$ cat src/rtl/dc_restorer_pkg.sv
// Shared DSP package for the DC blocker / DC restorer chain.
// Holds the restorer state type, default widths and the saturating
// narrow helper used by both the blocker and the restorer.
package dsp_pkg;

    localparam int unsigned WIDTH_DEF = 12;
    localparam int unsigned K_DEF     = 4;
    localparam int unsigned GUARD_DEF = 6;

    typedef enum logic {PRIME, RUN} restorer_state_t;

    // Clip a wide signed value into the signed range of a w-bit word.
    // The result is returned sign-extended to 64 bits.
    function automatic logic signed [63:0] sat_narrow(input logic signed [63:0] acc,
                                                      input int unsigned w);
        logic signed [63:0] hi;
        logic signed [63:0] lo;
        hi = (64'sd1 <<< (w - 1)) - 64'sd1;
        lo = -hi - 64'sd1;
        if (acc > hi) return hi;
        if (acc < lo) return lo;
        return acc;
    endfunction

endpackage

$ cat src/rtl/dc_restorer_if.sv
// Sample bus of the DC restorer.
//   sampl_freq : sample-rate strobe (level), one update per rising edge
//   clear      : synchronous re-prime request
//   data_in    : signed sample from the DC blocker
//   data_out   : signed restored sample (saturated)
//   data_valid : one-clock pulse when data_out updates
//   sat        : sticky saturation flag
// master = sample source / consumer, slave = dc_restorer.
interface dc_restorer_if import dsp_pkg::*; #(
    parameter int unsigned width = WIDTH_DEF
);
    logic                    sampl_freq;
    logic                    clear;
    logic signed [width-1:0] data_in;
    logic signed [width-1:0] data_out;
    logic                    data_valid;
    logic                    sat;

    modport master (output sampl_freq, clear, data_in,
                    input  data_out, data_valid, sat);
    modport slave  (input  sampl_freq, clear, data_in,
                    output data_out, data_valid, sat);
endinterface

$ cat src/rtl/dc_restorer_strobe_edge.sv
// Rising-edge detector for the sample-rate strobe.
//   clk        : system clock
//   reset      : asynchronous active-low reset
//   sampl_freq : level strobe, may stay high for many clocks
//   ev_c       : combinational one-clock event on each rising edge
module strobe_edge (
    input  logic clk,
    input  logic reset,
    input  logic sampl_freq,
    output logic ev_c
);
    logic sf_d;

    // Delayed copy of the strobe
    always_ff @(posedge clk or negedge reset) begin
        if (!reset) sf_d <= 1'b0;
        else        sf_d <= sampl_freq;
    end

    assign ev_c = sampl_freq & ~sf_d;
endmodule

$ cat src/rtl/dc_restorer.sv
// DC restorer: inverse of the DC blocker, H^-1(z) = (1 - a z^-1)/(1 - z^-1)
// with a = 1 - 2^-K. One update per rising edge of sampl_freq; result
// appears 3 clocks after the event with a one-clock data_valid pulse.
//   clk   : system clock
//   reset : asynchronous active-low reset
//   bus   : dc_restorer_if.slave (strobe, clear, data in/out, valid, sat)
// Optional leak term enabled by macro DC_RESTORER_LEAK_EN.
module dc_restorer import dsp_pkg::*; #(
    parameter int unsigned width = WIDTH_DEF,
    parameter int unsigned K     = K_DEF,
    parameter int unsigned GUARD = GUARD_DEF
`ifdef DC_RESTORER_LEAK_EN
    , parameter int unsigned LEAK_SHIFT = 10
`endif
) (
    input  logic         clk,
    input  logic         reset,
    dc_restorer_if.slave bus
);
    localparam int unsigned ACC_W = width + GUARD;

    logic                    ev_c;
    restorer_state_t         state_q;
    restorer_state_t         state_d;
    logic signed [width-1:0] x_r;
    logic signed [width-1:0] x_prev;
    logic signed [ACC_W-1:0] term_r;
    logic signed [ACC_W-1:0] acc;
    logic signed [ACC_W-1:0] acc_next;
    logic signed [63:0]      sat_wide;
    logic                    clipped_c;
    logic                    v1;
    logic                    v2;

    strobe_edge u_edge (
        .clk        (clk),
        .reset      (reset),
        .sampl_freq (bus.sampl_freq),
        .ev_c       (ev_c)
    );

    // State register
    always_ff @(posedge clk or negedge reset) begin
        if (!reset) state_q <= PRIME;
        else        state_q <= state_d;
    end

    // Next state and accumulator update; PRIME bypasses the term path
    always_comb begin
        state_d  = state_q;
        acc_next = acc;
        if (bus.clear) begin
            state_d = PRIME;
        end else if (v2) begin
            if (state_q == PRIME) begin
                acc_next = ACC_W'(x_prev);
                state_d  = RUN;
            end else begin
`ifdef DC_RESTORER_LEAK_EN
                acc_next = acc + term_r - (acc >>> LEAK_SHIFT);
`else
                acc_next = acc + term_r;
`endif
            end
        end
    end

    assign sat_wide  = sat_narrow(64'(acc_next), width);
    assign clipped_c = (sat_wide != 64'(acc_next));

    // Three-stage datapath: capture, term, accumulate + saturate
    always_ff @(posedge clk or negedge reset) begin
        if (!reset) begin
            v1             <= 1'b0;
            v2             <= 1'b0;
            x_r            <= '0;
            x_prev         <= '0;
            term_r         <= '0;
            acc            <= '0;
            bus.data_out   <= '0;
            bus.data_valid <= 1'b0;
            bus.sat        <= 1'b0;
        end else begin
            v1             <= ev_c & ~bus.clear;
            v2             <= v1 & ~bus.clear;
            bus.data_valid <= 1'b0;
            if (ev_c && !bus.clear) x_r <= bus.data_in;
            if (v1 && !bus.clear) begin
                term_r <= ACC_W'(x_r) - ACC_W'(x_prev) + ACC_W'(x_prev >>> K);
                x_prev <= x_r;
            end
            if (bus.clear) begin
                acc     <= '0;
                bus.sat <= 1'b0;
            end else if (v2) begin
                acc            <= acc_next;
                bus.data_out   <= width'(sat_wide);
                bus.data_valid <= 1'b1;
                if (clipped_c) bus.sat <= 1'b1;
            end
        end
    end
endmodule

$ cat src/flat_wrapper.sv
// flat-port wrapper written by rule: the top's interface ports become plain ports
module dc_restorer_flat import dsp_pkg::*;
#(
    parameter int unsigned width = WIDTH_DEF,
    parameter int unsigned K     = K_DEF,
    parameter int unsigned GUARD = GUARD_DEF

)
  (clk, reset, bus_sampl_freq, bus_clear, bus_data_in, bus_data_out, bus_data_valid, bus_sat);
  dc_restorer_if #(.width(width)) bus_i ();
  input  logic clk;
  input  logic reset;
  input wire logic [$bits(bus_i.sampl_freq)-1:0] bus_sampl_freq;
  input wire logic [$bits(bus_i.clear)-1:0] bus_clear;
  input wire logic [$bits(bus_i.data_in)-1:0] bus_data_in;
  output wire logic [$bits(bus_i.data_out)-1:0] bus_data_out;
  output wire logic [$bits(bus_i.data_valid)-1:0] bus_data_valid;
  output wire logic [$bits(bus_i.sat)-1:0] bus_sat;
  assign bus_i.sampl_freq = bus_sampl_freq;
  assign bus_i.clear = bus_clear;
  assign bus_i.data_in = bus_data_in;
  assign bus_data_out = bus_i.data_out;
  assign bus_data_valid = bus_i.data_valid;
  assign bus_sat = bus_i.sat;
  dc_restorer #(.width(width), .K(K), .GUARD(GUARD)) u_core (.clk(clk), .reset(reset), .bus(bus_i));
endmodule
$ cat config.mk
export PLATFORM = sky130hd
export DESIGN_NAME = dc_restorer_flat
export DESIGN_NICKNAME = d
export VERILOG_FILES = /design/src/rtl/dc_restorer_pkg.sv /design/src/rtl/dc_restorer_if.sv /design/src/rtl/dc_restorer_strobe_edge.sv /design/src/rtl/dc_restorer.sv /design/src/flat_wrapper.sv
export SDC_FILE = /design/constraint.sdc
export NUM_CORES = 1
export LEC_CHECK = 0
export BUFFER_PORTS_ARGS = -buffer_cell sky130_fd_sc_hd__clkbuf_2
export CORE_MARGIN = 4
export CORE_UTILIZATION = 62
export DETAILED_ROUTE_END_ITERATION = 6
export HOLD_SLACK_MARGIN = 0.1
export PLACE_DENSITY = 0.81
export REMOVE_ABC_BUFFERS = 1
export SLEW_MARGIN = 10
export SYNTH_ARGS = -nofsm -noshare
export SYNTH_HDL_FRONTEND = slang
export SYNTH_HIERARCHICAL = 1
export SYNTH_SLANG_ARGS = --single-unit
$ cat constraint.sdc
create_clock -name clk -period 4.3 [get_ports clk]
set_input_delay 0.86 -clock clk [delete_from_list [all_inputs] [get_ports clk]]
set_output_delay 0.86 -clock clk [all_outputs]
set_load 0.01 [all_outputs]
## Yosys cells after proc, flatten, opt, wreduce, memory -nomap -nowiden

Index checks and enable logic that the tools add are counted.

- RAM bits: 0
- Bits in latches: 0
- Register bits: 78
- Output and inout port bits: 14
- Memories kept: 0
- Bits in read-only memories: 0
- Word-level logic and storage cells: 48
- Bits of input ports: 16

- Div/mod/pow operators: 0
- Shifts and indexed selects: 0
- $lt $le $gt $ge: 2
- Bitwise operators: 5
- Equal/unequal tests: 1
- Mux-type cells: 19
- Multiply operators: 0
- Add/sub/neg operators: 3
- Reduce and logical (&&, ||, !) cells: 7

Operator list:

| operator | number |
|---|---|
| $mux 64 | 4 |
| $mux 18 | 5 |
| $ne 64x18->1 | 1 |
| $add 18x18->18 | 1 |
| $gt 18x12->1 const B | 1 |
| $lt 18x12->1 const B | 1 |
| $add 13x8->14 | 1 |
| $sub 12x12->13 | 1 |
| $mux 1 | 10 |
| $reduce_and 2->1 | 2 |
| $reduce_bool 2->1 | 2 |
| $and 1x1->1 | 3 |
| $logic_and 1x1->1 | 2 |
| $not 1->1 | 2 |
| $logic_not 1->1 | 1 |

## Logic depth before layout (Yosys ltp)

Gate-level depths: netlist of the first run.

- Depth in word-level cells: 13
- Depth in mapped cells: 16
- Mapped depth without buffers: 15

## Modules after synthesis

Netlist of the first run, hierarchy kept.

By module, submodules not included:

| module | sequential area each (um^2) | area an instance (um^2) | instances | cells an instance |
|---|---|---|---|---|
| dc_restorer | 1,826.8 | 5,180.0 | 1 | 600 |
| strobe_edge | 25.0 | 38.8 | 1 | 2 |

## Worst setup path after synthesis of the first run

OpenSTA, ideal clock, no wires.

- Kind: input-to-reg
- Start point: in bus_clear
- End point: reg u_core.bus.data_out[0]
- Setup time: 0.121 ns
- Data required time: 4.179 ns
- Cell stages on the path: 13
- Path buffers: 2
- Arrival: 3.391 ns
- Path slack: 0.788 ns
- Cells stage by stage: nand2b_1 clkbuf_1 inv_2 o21ai_1 a311o_1 o31ai_1 o311ai_1 a2111oi_2 nand2_1 ha_1 clkbuf_1 o21ai_0 o22a_1

- Cells in the longest elaborated chain, start to end: 6
- Elaborated cells between the ends (all ways): 11
- Those cells by class: 2 x order compare; 7 x mux; 1 x bitwise; 1 x reduce/logical

Ends and longest elaborated chain:

| element | RTL line | source |
|---|---|---|
| start, declared | flat_wrapper.sv:14 | `input wire logic [$bits(bus_i.clear)-1:0] bus_clear;` |
| $mux 18 | dc_restorer.sv:52 | `if (bus.clear) begin` |
| $lt 18x12->1 | dc_restorer_pkg.sv:21 | `if (acc < lo) return lo;` |
| $mux 1 (2 in a row) | dc_restorer_pkg.sv:21 |  |
| $mux 64 | dc_restorer_pkg.sv:22 | `return acc;` |
| $mux 64 | dc_restorer_pkg.sv:21 |  |
| end signal, assigned | dc_restorer.sv:97 | `bus.data_out <= width'(sat_wide);` |
| end, declared | dc_restorer_if.sv:22 | `output data_out, data_valid, sat);` |

Parallel ways exist; a longest one is shown, timed or not. The select of a mux whose other input is x is not followed.
A chain may end at the register's enable or synchronous reset.

## Worst setup path after layout of the first run

- Start point: reg u_core.term_r[0]
- End point: reg u_core.bus.data_out[2]

- Cells in the longest elaborated chain, start to end: 9
- Elaborated cells between the ends (all ways): 12
- Those cells by class: 1 x add/sub; 2 x order compare; 9 x mux

Ends and longest elaborated chain:

| element | RTL line | source |
|---|---|---|
| start, declared | dc_restorer.sv:27 | `logic signed [ACC_W-1:0] term_r;` |
| start signal, assigned | dc_restorer.sv:89 | `term_r <= ACC_W'(x_r) - ACC_W'(x_prev) + ACC_W'(x_prev >>> K);` |
| $add 18x18->18 (*) | dc_restorer.sv:62 | `acc_next = acc + term_r;` |
| $mux 18 (*) | dc_restorer.sv:55 | `if (state_q == PRIME) begin` |
| $mux 18 (*) | dc_restorer.sv:54 | `end else if (v2) begin` |
| $mux 18 (*) | dc_restorer.sv:52 |  |
| $lt 18x12->1 | dc_restorer_pkg.sv:21 |  |
| $mux 1 (2 in a row) | dc_restorer_pkg.sv:21 |  |
| $mux 64 | dc_restorer_pkg.sv:22 |  |
| $mux 64 (*) | dc_restorer_pkg.sv:21 |  |

Every way passes the cells marked *; elsewhere a longest branch is shown, timed or not. The select of a mux whose other input is x is not followed.

==> summary.md, run 1 <==
| Metric | Value |
|---|---|
| Root buffer cell | `clkbuf_8` |
| IO Count | `30` |
| Initial antenna violation count | `0` |
| Clock-pin transition on the worst setup and hold timing paths | `70 ps` |
| Number of CTS-inserted buffers | `9` |
| Register area share after synthesis | `35.5%` |
| Nets | `between 600 and 700` |
| Syn-to-layout area delta | `9.83%` |
| Die footprint | `9950 um2` |
| DRC | `0` |
| Largest net degree at the start of global routing | `75` |
| EDFF count, synth | `0` |
| Status | `complete, no violations` |
| RePlAce Congestion | `0.970` |
| Initial Util | `63.5%` |
| Via count of the first global-routing pass | `4485` |
| Number of H-tree levels | `3` |
| First-pass GRT wire length | `between 20000 and 25000 um` |
| Fillers | `654` |
| Die Height | `99.7 um` |
| Util after Layout | `between 60% and 70%` |
| TritonCTS clock tree | `yes` |
| Syn Inst Count | `602` |
| Multi-input gate area | `3040 um2` |
| FMAX | `255 MHz` |
| CP Launch Type | `flip-flop` |
| Final WL | `12900 um` |
| CP arrival | `between 4000 and 5000 ps` |
| Via count | `between 4000 and 5000` |
| Clock buffer depth | `2` |
| Post-synthesis cell type count | `68` |
| Main synth FF type | `dfrtp_1` |
| Routed Antenna Nets | `0` |
| Worst Hold Class | `reg -> reg` |
| Syn. warnings | `6` |
| Ratio of cells with drive above 1 in the final layout | `13.1%` |
| Crit path max fanout | `12` |
| Post-Route Skew | `between 9 and 10 ps` |
| Pwr/cell area | `544 nW/um2` |
| Routed len/inst | `17.5 um` |
| Core area | `8220 um2` |
| Critical setup path kind | `reg -> reg` |
| Lkg Pwr | `2.75 nW` |
| Detailed-route vias per instance | `6.11` |
| Antenna Cells | `0` |
| Setup TNS | `0 ps` |
| Worst skew pair latency | `350 ps` |
| Fraction of registers with async set or reset after synthesis | `100%` |
| Clock sinks | `74` |
| Synthesized cell area | `around 5200 um2` |
| Element type at the critical path end | `flip-flop` |
| Final Hold Fails | `0` |
| Fin. max-slew vios | `0` |
| HPWL after DPL | `between 9000 and 10000 um` |
| DRT Pass-1 Iters | `5` |
| Max-cap violations | `0` |
| Gr usage total | `28.0%` |
| Die Wd | `99.7 um` |
| #FFs+latches synth | `74` |
| RSZ-0062 raised after global routing | `false` |
| Initial drt markers | `about 330` |
| Congestion Overflow GR | `0` |
| IR drop worst, VDD | `332 uV` |
| Ratio of final minimum period to clock period | `roughly 91%` |
| Finish-stage setup viols | `0` |
| Seq. cell area | `1850 um2` |
| Worst Tran Pin Value | `a little over 900 ps` |
| Data required, critical path | `4510 ps` |
| Syn_area_per_cell | `8.67 um2` |
| PortBufs | `29` |
| FP Rows | `33` |
| Final min period | `~3900 ps` |
| Slew margin rel. | `38.4%` |
[cell usage in the layout, fill, tap and decap left out, drive strengths merged, types with 4 or more instances in the layout]
master and n:
a211oi 10, a21o 15, a21oi 34, a31oi 6
and3 5, buf 14, clkbuf 40, dfrtp 74
fa 12, ha 34, inv 57, mux2 4
mux2i 7, nand2 78, nand2b 7, nand3 11
nand4 4, nor2 32, nor2b 7, nor3 15
o211ai 6, o21ai 66, o22a 7, o31ai 11
or2 4, or4 4, xnor2 7, xor2 11
[synthesized netlist by cell type, types with 5 or more instances]
master | n | area share, %
mux2i_1 | 7 | 1.3
nor2b_1 | 5 | 0.60
a211oi_1 | 7 | 1.0
nand2b_1 | 7 | 0.84
inv_1 | 55 | 4.0
xnor2_1 | 7 | 1.2
dfrtp_1 | 74 | 35
a31oi_1 | 5 | 0.60
and3_1 | 5 | 0.60
a21o_1 | 15 | 2.2
clkbuf_1 | 25 | 1.8
o31ai_1 | 11 | 1.6
nand3_1 | 11 | 1.1
nor3_1 | 15 | 1.4
xor2_1 | 11 | 1.8
a21oi_1 | 34 | 3.3
fa_1 | 12 | 4.6
o211ai_1 | 6 | 0.86
o22a_1 | 7 | 1.2
ha_1 | 34 | 8.2
o21ai_0 | 61 | 5.8
nand2_1 | 78 | 5.6
nor2_1 | 32 | 2.3
[sequential cells by signal, indices dropped and copies added, names as in the netlist]
signal                 cells
u_core/acc                18
u_core/bus.data_out       12
u_core/bus.data_valid      1
u_core/bus.sat             1
u_core/state_q             1
u_core/term_r             14
u_core/u_edge/sf_d         1
u_core/v1                  1
u_core/v2                  1
u_core/x_prev             12
u_core/x_r                12
[layer usage]
metal	track usage, %	vias up	part of all wire, %
li1	-	2172	-
met5	0	-	0
met3	6.10	20	8.1
met4	7.35	0	1.7
met2	45.4	182	47
met1	38.3	2129	43
[worst paths after layout]
path,from,endpoint,slack (ps),depth (start not counted)
worst min-delay path,u_core/bus.data_out[10]$_DFFE_PN0P_,u_core/bus.data_out[10]$_DFFE_PN0P_,470,2
worst min register to register,u_core/bus.data_out[10]$_DFFE_PN0P_,u_core/bus.data_out[10]$_DFFE_PN0P_,470,2
max in group asynchronous,reset,u_core/term_r[12]$_DFFE_PN0P_,3060,1
worst max register to register,u_core/term_r[0]$_DFFE_PN0P_,u_core/bus.data_out[2]$_DFFE_PN0P_,380,15
min in group asynchronous,reset,u_core/acc[14]$_DFFE_PN0P_,610,1
worst max-delay path,u_core/term_r[0]$_DFFE_PN0P_,u_core/bus.data_out[2]$_DFFE_PN0P_,380,15
[stage by stage]
stage                     worst slack [ps]  instances  hold slack, ps  instance area (um2)  power, mW
after floorplan                        285        574             450                 5100       2.08
after global placement                 512        721             456                 5480       2.38
after detailed placement               282        721             459                 5480       2.45
after CTS                              244        737             476                 5730       3.12
after global routing                  93.1        737             515                 5730       3.39
final                                  383        737             470                 5730       3.12
[critical path: stages (launching register included)]
cell       delay (ps)
dfrtp_1           390
ha_1              240
inv_1              80
fa_1              240
nor2b_4            60
o31a_1            250
o31ai_1           440
a31oi_1           190
o211ai_1          310
o21ai_0           160
a2111oi_2         430
nand2_1           140
ha_2              480
inv_1              90
a21oi_1           130
o21ai_0           140
[power by group]
part / switching (mW) / internal, mW / leakage [nW]
registers: 0.125 / 0.842 / 0.943
logic: 0.869 / 0.623 / 1.69
clock network: 0.259 / 0.403 / 0.121
total: 1.25 / 1.87 / 2.75
[cells by family after synthesis]
| family | Yosys count | share of synthesized area, % |
|---|---|---|
| AND/OR/NAND/NOR | 180 | 16.6 |
| flip-flops | 74 | 35.5 |
| adder cells (fa/ha/maj) | 46 | 12.8 |
| multiplexers | 11 | 2.21 |
| XOR/XNOR | 18 | 3.02 |
| buffers and inverters | 86 | 6.35 |
| AO/OA/AOI/OAI | 187 | 23.6 |
[final cells by class]
type | instances | share of cell area, %
clock buffer | 12 | 2.53
clock inverter | 4 | 1.72
inverter | 58 | 3.80
multi-input combinational | 442 | 53.1
sequential | 74 | 32.3
tap | 105 | 2.29
timing repair buffer | 42 | 4.28
[what timing repair did]
item | in CTS | in global routing
hold endpoints to repair | 0 | 0
hold buffers | 0 | 0
gates resized for setup | 0 | 2
endpoints found under the setup margin | 0 | 1
setup buffers | 0 | 0
Power figures use the tool's default switching activity.
==> inputs of run 2 (changes only) <==
clock period = 4 ns   (was 4.3 ns; I/O delays follow)
==> summary.md, run 2 (synthesized netlist as in run 1, its figures left out) <==
| Metric | Value |
|---|---|
| Number of H-tree levels | `3 (unchanged)` |
| Nets | `691 (+0.29%)` |
| Slew margin rel. | `26.9% (-11 points)` |
| Largest register by flop count | `u_core/acc` |
| Cts repair resizes | `0 (unchanged)` |
| Number of CTS-inserted buffers | `9 (unchanged)` |
| First-pass GRT wire length | `22400 um (+1.3%)` |
| Max-cap violations | `0 (unchanged)` |
| Setup TNS | `0 ps (unchanged)` |
| Critical R2R Launch | `u_core/term_r[13]$_DFFE_PN0P_` |
| DRC | `0 (unchanged)` |
| Hold Crit Depth | `2 (unchanged)` |
| Post-Route Skew | `11.6 ps (+2.50 ps)` |
| Congestion Overflow GR | `0 (unchanged)` |
| Placed insts | `723 (+0.28%)` |
| IR drop worst, VDD | `402 uV (+21%)` |
| Die Wd | `99.7 um (unchanged)` |
| HPWL after DPL | `9900 um (+2.0%)` |
| Via count | `4603 (+2.2%)` |
| Final Total Pwr | `3.47 mW (+11%)` |
| Via count of the first global-routing pass | `4471 (-0.31%)` |
| Ratio of final minimum period to clock period | `93.8% (+2.7 points)` |
| WP depth | `11 (-4)` |
| Routed Antenna Nets | `0 (unchanged)` |
| Critical setup path kind | `reg -> reg` |
| Clock-pin transition on the worst setup and hold timing paths | `70 ps (about the same)` |
| Met1 Use GR | `40.6% (+2.4 points)` |
| Worst Hold Class | `reg -> reg` |
| Data required, critical path | `4240 ps (-270 ps)` |
| Worst path max stage delay | `490 ps (about the same)` |
| Family with the most delay on the worst path | `simple AND/OR/NAND/NOR gates` |
| Initial drt markers | `487 (+49%)` |
| RSZ-0062 raised after global routing | `false` |
| RePlAce Congestion | `0.912 (-6.0%)` |
| Antenna Cells | `0 (unchanged)` |
| Final Hold Fails | `0 (unchanged)` |
| Ratio of cells with drive above 1 in the final layout | `13.9% (+0.77 points)` |
| FMAX | `267 MHz (+4.4%)` |
| Post-CTS Setup Bufs | `0 (unchanged)` |
| Pwr/cell area | `601 nW/um2 (+10%)` |
| Element type at the critical path end | `flip-flop` |
| Core area | `8220 um2 (unchanged)` |
| Reg2Reg Depth | `11 (-4)` |
| Worst path bufs/invs | `1 (-1)` |
| Syn-to-layout area delta | `10.6%` |
| Met2 Track Usage GR | `45.5% (+0.10 points)` |
| Fin. max-slew vios | `0 (unchanged)` |
| IO Count | `30 (unchanged)` |
| Largest net degree at the start of global routing | `75 (unchanged)` |
| Finish-stage setup viols | `0 (unchanged)` |
| Hold-fix buffers, CTS | `0 (unchanged)` |
| Gr usage total | `28.5% (+0.52 points)` |
| Lkg Pwr | `2.76 nW (+0.44%)` |
| Commonest non-fill, non-tap cell in the layout | `nand2_1` |
| Gr busiest metal | `met2` |
| Reg-to-reg setup timing slack | `250 ps (-130 ps)` |
| Worst skew pair latency | `350 ps (about the same)` |
| Final WL | `13400 um (+4.0%)` |
| Hold Startpoint | `u_core/bus.data_out[9]$_DFFE_PN0P_` |
| FP Rows | `33 (unchanged)` |
| CP arrival | `3990 ps (-140 ps)` |
| Die footprint | `9950 um2 (unchanged)` |
| Initial antenna violation count | `0 (unchanged)` |
| Routed len/inst | `18.1 um (+3.8%)` |
| CP max-delay cell | `dfrtp_1` |
| DRT Pass-1 Iters | `5 (unchanged)` |
| Leading registers by flop count | `u_core/acc (18), u_core/term_r (14)` |
| Die Height | `99.7 um (unchanged)` |
| M3 GR Usage | `3.44% (-2.7 points)` |
| Root buffer cell | `clkbuf_8` |
| Final WS setup | `250 ps (-134 ps)` |
| CP Launch Type | `flip-flop` |
| Detailed-route vias per instance | `6.24 (+2.1%)` |
| PortBufs | `29 (unchanged)` |
| Placement Setup Slack | `122 ps (-159 ps)` |
| Commonest non-fill, non-tap cells in the layout | `nand2_1 (78), dfrtp_1 (74), o21ai_0 (61)` |
| Final min period | `3750 ps (-166 ps)` |
| Clock buffer depth | `2 (unchanged)` |
| Hold Path Sink | `u_core/bus.data_out[9]$_DFFE_PN0P_` |
| Initial Util | `63.5% (unchanged)` |
| Crit path max fanout | `12 (unchanged)` |
| Non-filler cells, final | `738 (+0.14%)` |
| Max reg flops | `18 (unchanged)` |
| Worst-path cell chain | `ha_1, and3_1, a221oi_1, o31ai_1, or4_4, nand4_1, nor3b_1, inv_1, ha_2, o21ai_0, o22a_1` |
| Worst Tran Pin Value | `1090 ps (+168 ps)` |
| Reg-to-reg endpoint | `u_core/bus.data_out[7]$_DFFE_PN0P_` |
| TritonCTS clock tree | `yes` |
| Clock sinks | `74 (unchanged)` |
| Status | `complete, no violations` |
==> run 2: cell type report <==
type / count / area [um2]
clock buffers: 9 / 124
inverters: 58 / 218
clock inverters: 6 / 138
repair buffers: 44 / 260
flip-flops and latches: 74 / 1850
well taps: 105 / 131
fillers: 646 / 2440
multi-input cells: 442 / 3050
==> run 2: worst max-delay path by stage <==
stage,to,slack [ps],startpoint
after floorplan,u_core/bus.sat$_DFFE_PN0P_,50,bus_clear
after global placement,u_core/bus.data_out[0]$_DFFE_PN0P_,230,u_core/acc[0]$_DFFE_PN0P_
after detailed placement,u_core/bus.data_out[3]$_DFFE_PN0P_,120,u_core/term_r[0]$_DFFE_PN0P_
after CTS,u_core/bus.data_out[7]$_DFFE_PN0P_,90,u_core/term_r[0]$_DFFE_PN0P_
after global routing,u_core/bus.data_out[3]$_DFFE_PN0P_,10,u_core/term_r[13]$_DFFE_PN0P_
final,u_core/bus.data_out[7]$_DFFE_PN0P_,250,u_core/term_r[13]$_DFFE_PN0P_
==> run 2: worst reg2reg max path, cell delays in order (launching register included) <==
cell and delay [ps]:
dfrtp_1 490, ha_1 480, and3_1 240, a221oi_1 360
o31ai_1 200, or4_4 460, nand4_1 100, nor3b_1 400
inv_1 140, ha_2 470, o21ai_0 130, o22a_1 170
==> run 2: power breakdown <==
group,switching (mW),leakage [nW],internal [mW],total (mW)
logic,0.961,1.69,0.687,1.65
registers,0.141,0.943,0.905,1.05
clock network,0.299,0.130,0.478,0.777
==> run 2: per-layer routing <==
metal	share of wire, %	vias up	routed length (um)
met5	0	-	0
met4	2.2	0	293
met3	7.3	30	979
met2	47	196	6270
met1	44	2192	5840
li1	-	2185	-
==> run 2: through the flow <==
stage	utilization [%]	area, um2	hold slack, ps
after global routing	70.3	5770	509
final	70.3	5770	483
after floorplan	-	5100	450
after CTS	70.1	5760	489
after detailed placement	66.9	5500	467
after global placement	66.9	5500	456
==> inputs of run 3 (changes only) <==
GPL_ROUTABILITY_DRIVEN = 0   (was not set)
MAX_ROUTING_LAYER = met4   (was not set)
==> summary.md, run 3 (synthesized netlist as in run 1, its figures left out) <==
| Metric | Value |
|---|---|
| Die Wd | `99.7 um (unchanged)` |
| FMAX | `260 MHz (-2.5%)` |
| Via count of the first global-routing pass | `4342 (-2.9%)` |
| Detailed-route vias per instance | `6.29 (+0.82%)` |
| Final min period | `3850 ps (+95.5 ps)` |
| Lkg Pwr | `2.76 nW (-0.22%)` |
| Non-filler cells, final | `736 (-0.27%)` |
| M3 GR Usage | `3.86% (+0.42 points)` |
| Worst Tran Pin Value | `1010 ps (-87.1 ps)` |
| Final WL | `12400 um (-7.4%)` |
| Ratio of final minimum period to clock period | `96.1% (+2.4 points)` |
| Largest register by flop count | `u_core/acc` |
| HPWL after DPL | `9300 um (-6.1%)` |
| Setup TNS | `0 ps (unchanged)` |
| Reg2Reg Depth | `13 (+2)` |
| Clock buffer depth | `2 (unchanged)` |
| Element type at the critical path end | `flip-flop` |
| Initial Util | `63.5% (unchanged)` |
| Worst skew pair latency | `350 ps (about the same)` |
| TritonCTS clock tree | `yes` |
| Ratio of cells with drive above 1 in the final layout | `13.8% (-0.11 points)` |
| Post-CTS Setup Bufs | `0 (unchanged)` |
| Core area | `8220 um2 (unchanged)` |
| DRT Pass-1 Iters | `5 (unchanged)` |
| Largest net degree at the start of global routing | `75 (unchanged)` |
| Post-route cell area | `5770 um2 (-0.15%)` |
| First-pass GRT wire length | `20800 um (-7.0%)` |
| Gr usage total | `27.0% (-1.6 points)` |
| Placed cell areas | `5470 um2 (-0.41%)` |
| CP Launch Type | `flip-flop` |
| Met1 Use GR | `36.5% (-4.2 points)` |
| Worst Hold Class | `reg -> reg` |
| Data required, critical path | `4230 ps (about the same)` |
| Final Hold Fails | `0 (unchanged)` |
| Antenna Cells | `0 (unchanged)` |
| Commonest non-fill, non-tap cells in the layout | `nand2_1 (78), dfrtp_1 (74), o21ai_0 (61)` |
| Max reg flops | `18 (unchanged)` |
| Number of H-tree levels | `3 (unchanged)` |
| Placed insts | `720 (-0.41%)` |
| Util after Layout | `70.2% (-0.11 points)` |
| Slew margin rel. | `32.7% (+5.8 points)` |
| Post-Route Skew | `8.88 ps (-2.69 ps)` |
| Pwr/cell area | `595 nW/um2 (-0.91%)` |
| Congestion Overflow GR | `0 (unchanged)` |
| Die Height | `99.7 um (unchanged)` |
| Met2 Track Usage GR | `42.3% (-3.1 points)` |
| Status | `complete, no violations` |
| Initial antenna violation count | `0 (unchanged)` |
| DRC | `0 (unchanged)` |
| Routed len/inst | `16.9 um (-7.1%)` |
| Leading registers by flop count | `u_core/acc (18), u_core/term_r (14)` |
| Crit path max fanout | `12 (unchanged)` |
| Die footprint | `9950 um2 (unchanged)` |
| Critical setup path kind | `reg -> reg` |
| Commonest non-fill, non-tap cell in the layout | `nand2_1` |
| Hold Slack | `471 ps (-12.0 ps)` |
| Hold Crit Depth | `2 (unchanged)` |
| PortBufs | `29 (unchanged)` |
| Initial drt markers | `465 (-4.5%)` |
| Via count | `4628 (+0.54%)` |
| Hold-fix buffers, CTS | `0 (unchanged)` |
| Nets | `688 (-0.43%)` |
| Number of CTS-inserted buffers | `9 (unchanged)` |
| CP arrival | `4080 ps (+90 ps)` |
| Max-cap violations | `0 (unchanged)` |
| Clock sinks | `74 (unchanged)` |
| Clock-pin transition on the worst setup and hold timing paths | `80 ps (about the same)` |
| Finish-stage setup viols | `0 (unchanged)` |
| Syn-to-layout area delta | `10.5%` |
| Gr busiest metal | `met2` |
| Root buffer cell | `clkbuf_8` |
| FP Rows | `33 (unchanged)` |
| Routed Antenna Nets | `0 (unchanged)` |
| IO Count | `30 (unchanged)` |
| Fin. max-slew vios | `0 (unchanged)` |
| IR drop worst, VDD | `346 uV (-14%)` |
-- run 3: cell count changes in the layout (fill, tap and decap cells not counted), sizes merged --
| cell | previous run | this run |
|---|---|---|
| buf | 16 | 13 |
| inv | 58 | 59 |
-- run 3: metrics by stage --
step | setup WS [ps] | power [mW]
after floorplan | 45.0 | 2.23
after global placement | 190 | 2.53
after detailed placement | 83.1 | 2.62
after CTS | 60.1 | 3.42
after global routing | -16.7 | 3.70
final | 154 | 3.43
-- run 3: what timing repair did --
action,4_1_cts,5_1_grt
setup endpoints to repair,0,13
hold endpoints to repair,0,0
gates resized for setup,0,5
-- run 3: worst max-delay path: stages (launching register included) --
cell and delay [ps]:
dfrtp_1 450, ha_1 460, nand3_1 240, nor3_1 330, o31ai_2 170, a21oi_2 260
xor2_1 330, a21oi_1 130, a2111oi_2 440, nand2_1 120, ha_2 470, inv_1 90
a21oi_1 140, o21ai_0 100
-- run 3: per-layer routing --
layer | vias to the layer above | share of wire (%)
li1 | 2180 | -
met1 | 2174 | 42
met2 | 247 | 47
met3 | 27 | 8.5
met4 | 0 | 1.7
met5 | - | 0
-- run 3: power by group --
part           internal (mW)  switching, mW
Clock                  0.483          0.311
Sequential             0.905          0.130
Combinational          0.670          0.934
-- run 3: worst paths after layout --
kind	end	startpoint	slack (ps)
worst max-delay path	u_core/bus.data_out[3]$_DFFE_PN0P_	u_core/acc[8]$_DFFE_PN0P_	150
worst min-delay path	u_core/bus.data_out[9]$_DFFE_PN0P_	u_core/bus.data_out[9]$_DFFE_PN0P_	470
worst max register to register	u_core/bus.data_out[3]$_DFFE_PN0P_	u_core/acc[8]$_DFFE_PN0P_	150
worst min register to register	u_core/bus.data_out[9]$_DFFE_PN0P_	u_core/bus.data_out[9]$_DFFE_PN0P_	470
max in group asynchronous	u_core/term_r[3]$_DFFE_PN0P_	reset	2850
min in group asynchronous	u_core/acc[16]$_DFFE_PN0P_	reset	570
-- run 3: cell type report --
class | instances | area [um2]
multi-input cells | 442 | 3060
fillers | 631 | 2450
well taps | 105 | 131
clock inverters | 7 | 146
clock buffers | 9 | 124
repair buffers | 41 | 238
flip-flops and latches | 74 | 1850
inverters | 58 | 218
